**src/rtl/inducer_pkg.sv**
```systemverilog
// Shared definitions for the inducer sampler.
//   state_t               : debounce FSM states
//   IN_W                  : number of inducer inputs ({in1,in2,in3})
//   STABLE_CYCLES_DEFAULT : default debounce length in synchronized samples
package inducer_pkg;

    localparam int IN_W = 3;
    localparam int STABLE_CYCLES_DEFAULT = 4;

    typedef enum logic {
        IDLE   = 1'b0,  // synchronized input equals the accepted stable value
        SETTLE = 1'b1   // a differing candidate is being debounced
    } state_t;

endpackage

```
**src/rtl/input_sync.sv**
```systemverilog
// Two-flop synchronizer for a bus of independent asynchronous levels.
// Each bit is synchronized on its own; no coherency between bits is implied.
// Ports:
//   clk   : sampling clock, rising edge
//   rst_n : asynchronous active-low reset, clears both stages to 0
//   d     : asynchronous input levels
//   q     : second-stage (synchronized) levels
module input_sync #(
    parameter int WIDTH = 1
) (
    input  logic             clk,
    input  logic             rst_n,
    input  logic [WIDTH-1:0] d,
    output logic [WIDTH-1:0] q
);

    logic [WIDTH-1:0] meta_reg;
    logic [WIDTH-1:0] sync_reg;

    always_ff @(posedge clk or negedge rst_n) begin
        if (!rst_n) begin
            meta_reg <= '0;
            sync_reg <= '0;
        end else begin
            meta_reg <= d;
            sync_reg <= meta_reg;
        end
    end

    assign q = sync_reg;

endmodule

```
**src/rtl/inducer_sampler.sv**
```systemverilog
// Inducer sampler: synchronizes and debounces three asynchronous inducer
// levels and presents each newly settled vector to the downstream
// truth-table stage over a valid/ready handshake.
// Ports:
//   clk       : clock, rising edge
//   rst_n     : asynchronous active-low reset
//   raw_in    : asynchronous inducer levels {in1,in2,in3}
//   out_ready : downstream accepts out_bits this cycle
//   out_valid : out_bits holds a new debounced vector
//   out_bits  : debounced {in1,in2,in3}
//   dropped   : sticky, some debounced vector was never presented
module inducer_sampler
    import inducer_pkg::*;
#(
    parameter int STABLE_CYCLES = STABLE_CYCLES_DEFAULT,
    parameter int CNT_W         = $clog2(STABLE_CYCLES + 1)
) (
    input  logic            clk,
    input  logic            rst_n,
    input  logic [IN_W-1:0] raw_in,
    input  logic            out_ready,
    output logic            out_valid,
    output logic [IN_W-1:0] out_bits,
    output logic            dropped
);

    localparam logic [CNT_W-1:0] CNT_MAX = CNT_W'(STABLE_CYCLES - 1);
    localparam logic [CNT_W-1:0] CNT_ONE = CNT_W'(1);

    logic [IN_W-1:0]  sync2;
    state_t           state_reg;
    logic [IN_W-1:0]  candidate_reg;
    logic [IN_W-1:0]  stable_reg;
    logic [IN_W-1:0]  last_sent_reg;
    logic [IN_W-1:0]  out_bits_reg;
    logic [CNT_W-1:0] cnt_reg;
    logic             out_valid_reg;
    logic             dropped_reg;
    logic             stable_load;

    input_sync #(
        .WIDTH (IN_W)
    ) u_input_sync (
        .clk   (clk),
        .rst_n (rst_n),
        .d     (raw_in),
        .q     (sync2)
    );

    // The candidate has survived its final debounce sample this cycle.
    assign stable_load = (state_reg == SETTLE) && (sync2 == candidate_reg)
                         && (cnt_reg == CNT_MAX);

    // Debounce FSM
    always_ff @(posedge clk or negedge rst_n) begin
        if (!rst_n) begin
            state_reg     <= IDLE;
            candidate_reg <= '0;
            stable_reg    <= '0;
            cnt_reg       <= '0;
        end else begin
            case (state_reg)
                IDLE: begin
                    if (sync2 != stable_reg) begin
                        candidate_reg <= sync2;
                        cnt_reg       <= '0;
                        state_reg     <= SETTLE;
                    end
                end
                SETTLE: begin
                    if (sync2 == candidate_reg) begin
                        if (cnt_reg == CNT_MAX) begin
                            stable_reg <= candidate_reg;
                            state_reg  <= IDLE;
                        end else begin
                            cnt_reg <= cnt_reg + CNT_ONE;
                        end
                    end else if (sync2 == stable_reg) begin
                        // Short excursion that returned to the old value.
                        state_reg <= IDLE;
                    end else begin
                        // A third value appeared; restart on it.
                        candidate_reg <= sync2;
                        cnt_reg       <= '0;
                    end
                end
                default: state_reg <= IDLE;
            endcase
        end
    end

    // Output handshake. Acceptance takes priority, so out_valid is always
    // low for at least one cycle between presentations.
    always_ff @(posedge clk or negedge rst_n) begin
        if (!rst_n) begin
            out_valid_reg <= 1'b0;
            out_bits_reg  <= '0;
            last_sent_reg <= '0;
            dropped_reg   <= 1'b0;
        end else begin
            if (out_valid_reg && out_ready) begin
                last_sent_reg <= out_bits_reg;
                out_valid_reg <= 1'b0;
            end else if (!out_valid_reg && (stable_reg != last_sent_reg)) begin
                out_bits_reg  <= stable_reg;
                out_valid_reg <= 1'b1;
            end
            // While stalled, the only vector that can be lost is the one
            // currently held in stable_reg but not yet copied to out_bits.
            if (out_valid_reg && !out_ready && stable_load
                && (candidate_reg != stable_reg)
                && (stable_reg != out_bits_reg)) begin
                dropped_reg <= 1'b1;
            end
        end
    end

    assign out_valid = out_valid_reg;
    assign out_bits  = out_bits_reg;
    assign dropped   = dropped_reg;

endmodule
```
**config.mk**
```make
export PLATFORM = sky130hd
export DESIGN_NAME = inducer_sampler
export DESIGN_NICKNAME = d
export VERILOG_FILES = /design/src/rtl/inducer_pkg.sv /design/src/rtl/input_sync.sv /design/src/rtl/inducer_sampler.sv
export SDC_FILE = /design/constraint.sdc
export NUM_CORES = 1
export LEC_CHECK = 0
export ABC_AREA = 1
export BUFFER_PORTS_ARGS = -buffer_cell sky130_fd_sc_hd__buf_2
export CORE_ASPECT_RATIO = 1.5
export CORE_MARGIN = 2
export CORE_UTILIZATION = 40
export DETAILED_ROUTE_END_ITERATION = 16
export PLACE_DENSITY = 0.64
export SYNTH_ARGS = -nofsm -noshare
export SYNTH_HDL_FRONTEND = slang
export SYNTH_HIERARCHICAL = 1
export SYNTH_SLANG_ARGS = --single-unit
```
**constraint.sdc**
```tcl
create_clock -name clk -period 2.9 [get_ports clk]
set_input_delay 0.435 -clock clk [delete_from_list [all_inputs] [get_ports clk]]
set_output_delay 0.435 -clock clk [all_outputs]
set_load 0.03 [all_outputs]
```
After elaboration in Yosys (flattened, before gate mapping)

Cells that the tools add are included.

$add $sub $neg: 1
Equal/unequal tests: 12
Mux-type cells: 16
Bitwise gates (word level): 2
Reductions and logical operators: 15

Operator list:

| kind                                           | count |
|---|---|
| 2-to-1 mux 3 bit                               | 7 |
| inequality test 3 bit                          | 4 |
| one-hot mux 3 bit (2 select lines)             | 2 |
| AND reduction 3 bit                            | 3 |
| logical AND 1 bit                              | 8 |
| == test 3 bit                                  | 2 |
| 2-to-1 mux 1 bit                               | 6 |
| inequality test 2 bit (second input constant)  | 3 |
| inequality test 3 bit (second input constant)  | 2 |
| adder 3 x 1 -> 3 bit (second input constant)   | 1 |
| == test 3 x 2 -> 1 bit (second input constant) | 1 |
| zero test 1 bit                                | 2 |
| NOT 1 bit                                      | 2 |
| one-hot mux 1 bit (2 select lines)             | 1 |
| AND reduction 2 bit                            | 1 |
| nonzero test 2 bit                             | 1 |

Bits in registers: 24
Input port bits: 6
Output and inout bits: 5
Logic and storage cells: 56

Longest topological paths before layout

Depth in word-level cells: 6
Depth in mapped cells: 9
Mapped depth without buffers: 8

Cells and area by module

Netlist, hierarchy kept.

Modules (own cells, without submodules):

| module          | times used | cells each | area an instance (um^2) | seq. area each (um^2) |
|---|---|---|---|---|
| inducer_sampler | 1          | 114        | 964.7                   | 450.4 |
| input_sync      | 1          | 6          | 150.1                   | 150.1 |

Worst setup path after synthesis

OpenSTA, ideal clock, no wires.

Kind: reg2reg
Start point: register cnt_reg[0]
End point: register cnt_reg[2]
Library setup time: 0.065 ns
Arrival time: 1.227 ns
Data required time: 2.835 ns
Slack: 1.608 ns
Cell stages (with the launch flop): 7
Period minus slack after synthesis: 1.292 ns
Cell sequence: dfrtp_1 ha_1 ha_1 inv_1 nand3_2 or2_0 nand2_1

Cells in the longest elaborated chain, start to end: 4
Elaborated cells between the ends (all ways): 7
Classes of those cells: add/sub (1); eq/ne (2); mux (3); reduce/logical (1)

RTL lines:

| item                               | RTL line              | source |
|---|---|---|
| from (decl)                        | inducer_sampler.sv:36 | `logic [CNT_W-1:0] cnt_reg;` |
| from (signal assigned)             | inducer_sampler.sv:76 | `cnt_reg <= cnt_reg + CNT_ONE;` |
| adder 3 x 1 -> 3 bit               | inducer_sampler.sv:76 |  |
| 2-to-1 mux 3 bit                   | inducer_sampler.sv:72 | `if (cnt_reg == CNT_MAX) begin` |
| 2-to-1 mux 3 bit                   | inducer_sampler.sv:71 | `if (sync2 == candidate_reg) begin` |
| one-hot mux 3 bit (2 select lines) | inducer_sampler.sv:62 | `case (state_reg)` |

Parallel ways exist; a longest one is shown, timed or not. The select of a mux whose other input is x is not followed.
A chain may end at the register's enable or synchronous reset.

Worst setup path after layout

Same ends and word-level chain as after synthesis.

==> results.sh <==
export IMPL_status="finished clean"
export IMPL_nets=141
export IMPL_crit_fanout=6
export IMPL_syn_avg_cell_area_sq_um=9.29
export IMPL_clock_latency_ns=0.27
export IMPL_dp_slack_ns=1.51
export IMPL_die_h_microns=68.7
export IMPL_yosysWarnings=6
export IMPL_slew_headroom=0.650
export IMPL_first_iter_violations=13
export IMPL_dieArea_sq_mm=0.00323
export IMPL_placed_area_sq_mm=0.00120
export IMPL_ys_ff_latch=24
export IMPL_finish_utilization=0.469
export IMPL_diodes=0
export IMPL_synth_flop_cell="dfrtp_1"
export IMPL_synth_most_common_cell="nand2_1"
export IMPL_worst_pin_slew_ns=0.525
export IMPL_overflow=0
export IMPL_synth_simple_area_share=0.244
export IMPL_io_buffers=10
export IMPL_skew_ns=0.00334
export IMPL_clock_path_buffers=2
export IMPL_grt_pass1_wl_microns=3100
export IMPL_fmax_mhz=704
export IMPL_grt_usage=0.142
export IMPL_detail_route_antenna_nets=0
export IMPL_syn2layout_area_growth_pct=12.7
export IMPL_crit_type="reg2reg"
export IMPL_arrival_ns=1.63
export IMPL_p_per_area_mw_per_mm2=650
export IMPL_fin_crit_sh=0.490
export IMPL_cellLeakagePower_nw=0.616
export IMPL_tritoncts="built"
export IMPL_drv_cap=0
export IMPL_vias_per_cell=4.62
export IMPL_min_path_type="in2async"
export IMPL_die_w_microns=47.1
export IMPL_pin_count=11
export IMPL_seq_area_frac_synth=0.539
export IMPL_synth_edff_count=0
export IMPL_synth_area_leaders="dfrtp_1 54%, nand2_1 12%, xnor2_1 5.5%"
export IMPL_num_rows=23
export IMPL_synth_compound_area_frac=0.0494
export IMPL_drive_above_1_share=0.212
export IMPL_synthAdderAreaFrac=0.0224
export IMPL_cts_resized=0
export IMPL_finalWirelength_microns=1830
export IMPL_cts_sinks=24
export IMPL_antenna_found_initial=0
export IMPL_slew_violations=0
export IMPL_crit_required_ns=3.11
export IMPL_route_detailed_drc=0
export IMPL_min_period_ns=1.42
export IMPL_total_power_uw=816
export IMPL_start_util=0.417
export IMPL_multi_input_area_sq_um=455
export IMPL_r2r_start="cnt_reg[0]"
export IMPL_synth_area_mux_share=0.0303
export IMPL_syn_inst=120
export IMPL_wl_per_cell_microns=10.8
export IMPL_syn_nets=128
export IMPL_dr_pass1_iters=4
export IMPL_netlist_area_sq_mm=0.00111
export IMPL_htree_levels=1
export IMPL_worst_ir_drop_vdd_uv=331
export IMPL_cts_setup_buffers=0
export IMPL_fillCellCount=263
export IMPL_hold_violations=0
export IMPL_register_area_sq_um=601
export IMPL_endpoint_kind="flip-flop"
export IMPL_rsz0062_at_grt="false"
export IMPL_synth_largest_area_cell="dfrtp_1"
export IMPL_synth_xor_area_frac=0.0629
export IMPL_crit_path_start="cnt_reg[0]"
export IMPL_synth_cell_types=20
export IMPL_cts_made_buffers=3
export IMPL_dp_hpwl_microns=1400
export IMPL_yosysTopAreaCellShare=0.539
export IMPL_place_congestion=0.712
export IMPL_fin_ws_ns=1.48
export IMPL_finalSetupTns_ns=0
export IMPL_hold_buffers=0
export IMPL_final_setup_viol_count=0
export IMPL_path_clk_slew_ns=0.08
export IMPL_design_core_area_sq_mm=0.00268
export IMPL_start_kind="flip-flop"
export IMPL_grt_pass1_vias=758
export IMPL_synth_top_family_by_area="simple AND/OR/NAND/NOR gates"
export IMPL_synthArstFlopShare=1.00
export IMPL_vias=780
export IMPL_grt_max_degree=25
export IMPL_clock_tree_root_cell="clkbuf_8"
export IMPL_final_area_sq_mm=0.00126
export IMPL_synth_common_cells="36 x nand2_1, 24 x dfrtp_1, 10 x inv_1"
-- per-stage QoR --
stage | instances | hold slack, ns
finish | 169 | 0.134
global route | 169 | 0.171
CTS | 169 | 0.159
detailed placement | 165 | 0.335
global placement | 165 | 0.332
floorplan | 120 | 0.139
-- final cells by class --
type / count / area share
Multi-Input combinational cell: 81 / 0.363
Sequential cell: 24 / 0.478
Timing Repair Buffer: 10 / 0.0398
Inverter: 13 / 0.0388
Tap cell: 37 / 0.0369
Clock buffer: 4 / 0.0438
-- cell usage in the layout (no fill, tap or decap) --
cell type | Yosys | routed
nand4_1 | 1 | 1
inv_1 | 10 | 10
inv_2 | 3 | 3
nand2_1 | 36 | 36
o21ai_0 | 5 | 5
nand2_2 | 3 | 3
nor2_1 | 5 | 5
nor2_4 | 3 | 3
nand2_4 | 1 | 1
buf_2 | 1 | 10
ha_1 | 2 | 2
nand3_1 | 5 | 5
nand3_2 | 1 | 1
or2_0 | 2 | 2
dfrtp_1 | 24 | 24
xnor2_1 | 7 | 7
xor2_1 | 1 | 1
mux2_2 | 3 | 3
clkbuf_8 | 0 | 4
o21ai_1 | 6 | 6
-- final timing paths --
check | endpoint | depth (start not counted) | slack [ns]
setup / recovery | cnt_reg[2] | 6 | 1.48
hold reg to reg | u_input_sync/q[0] | 0 | 0.35
max in group asynchronous | dropped | 1 | 2.41
hold / removal | stable_reg[1] | 1 | 0.13
setup reg to reg | cnt_reg[2] | 6 | 1.48
min in group clk | u_input_sync/meta_reg[2] | 1 | 0.27
-- report_power, final --
part	internal, mW	total, mW	switching [mW]
Sequential	0.370	0.405	0.0350
Clock	0.121	0.227	0.105
Combinational	0.0655	0.185	0.119
Total	0.557	0.816	0.260
-- cell families (layout without fill, tap and decap cells) --
kind of cell / after synthesis / count (layout)
compound gates: 11 / 11
mux: 3 / 3
xor+xnor: 8 / 8
fa+ha+maj: 2 / 2
buf+inv: 15 / 27
flops: 24 / 24
simple gates: 57 / 57
-- layer usage --
layer	track usage	part of all wire	routed length [microns]
met1	0.146	0.42	767
met2	0.257	0.53	960
met3	0.0234	0.026	48
met4	0.0833	0.027	49
met5	0	0	0
-- critical path: stages, from the launching register on --
cell     delay, ns
dfrtp_1       0.40
ha_1          0.21
ha_1          0.17
inv_1         0.14
nand3_2       0.14
or2_0         0.24
nand2_1       0.07
(Power assumes the default switching activity.)
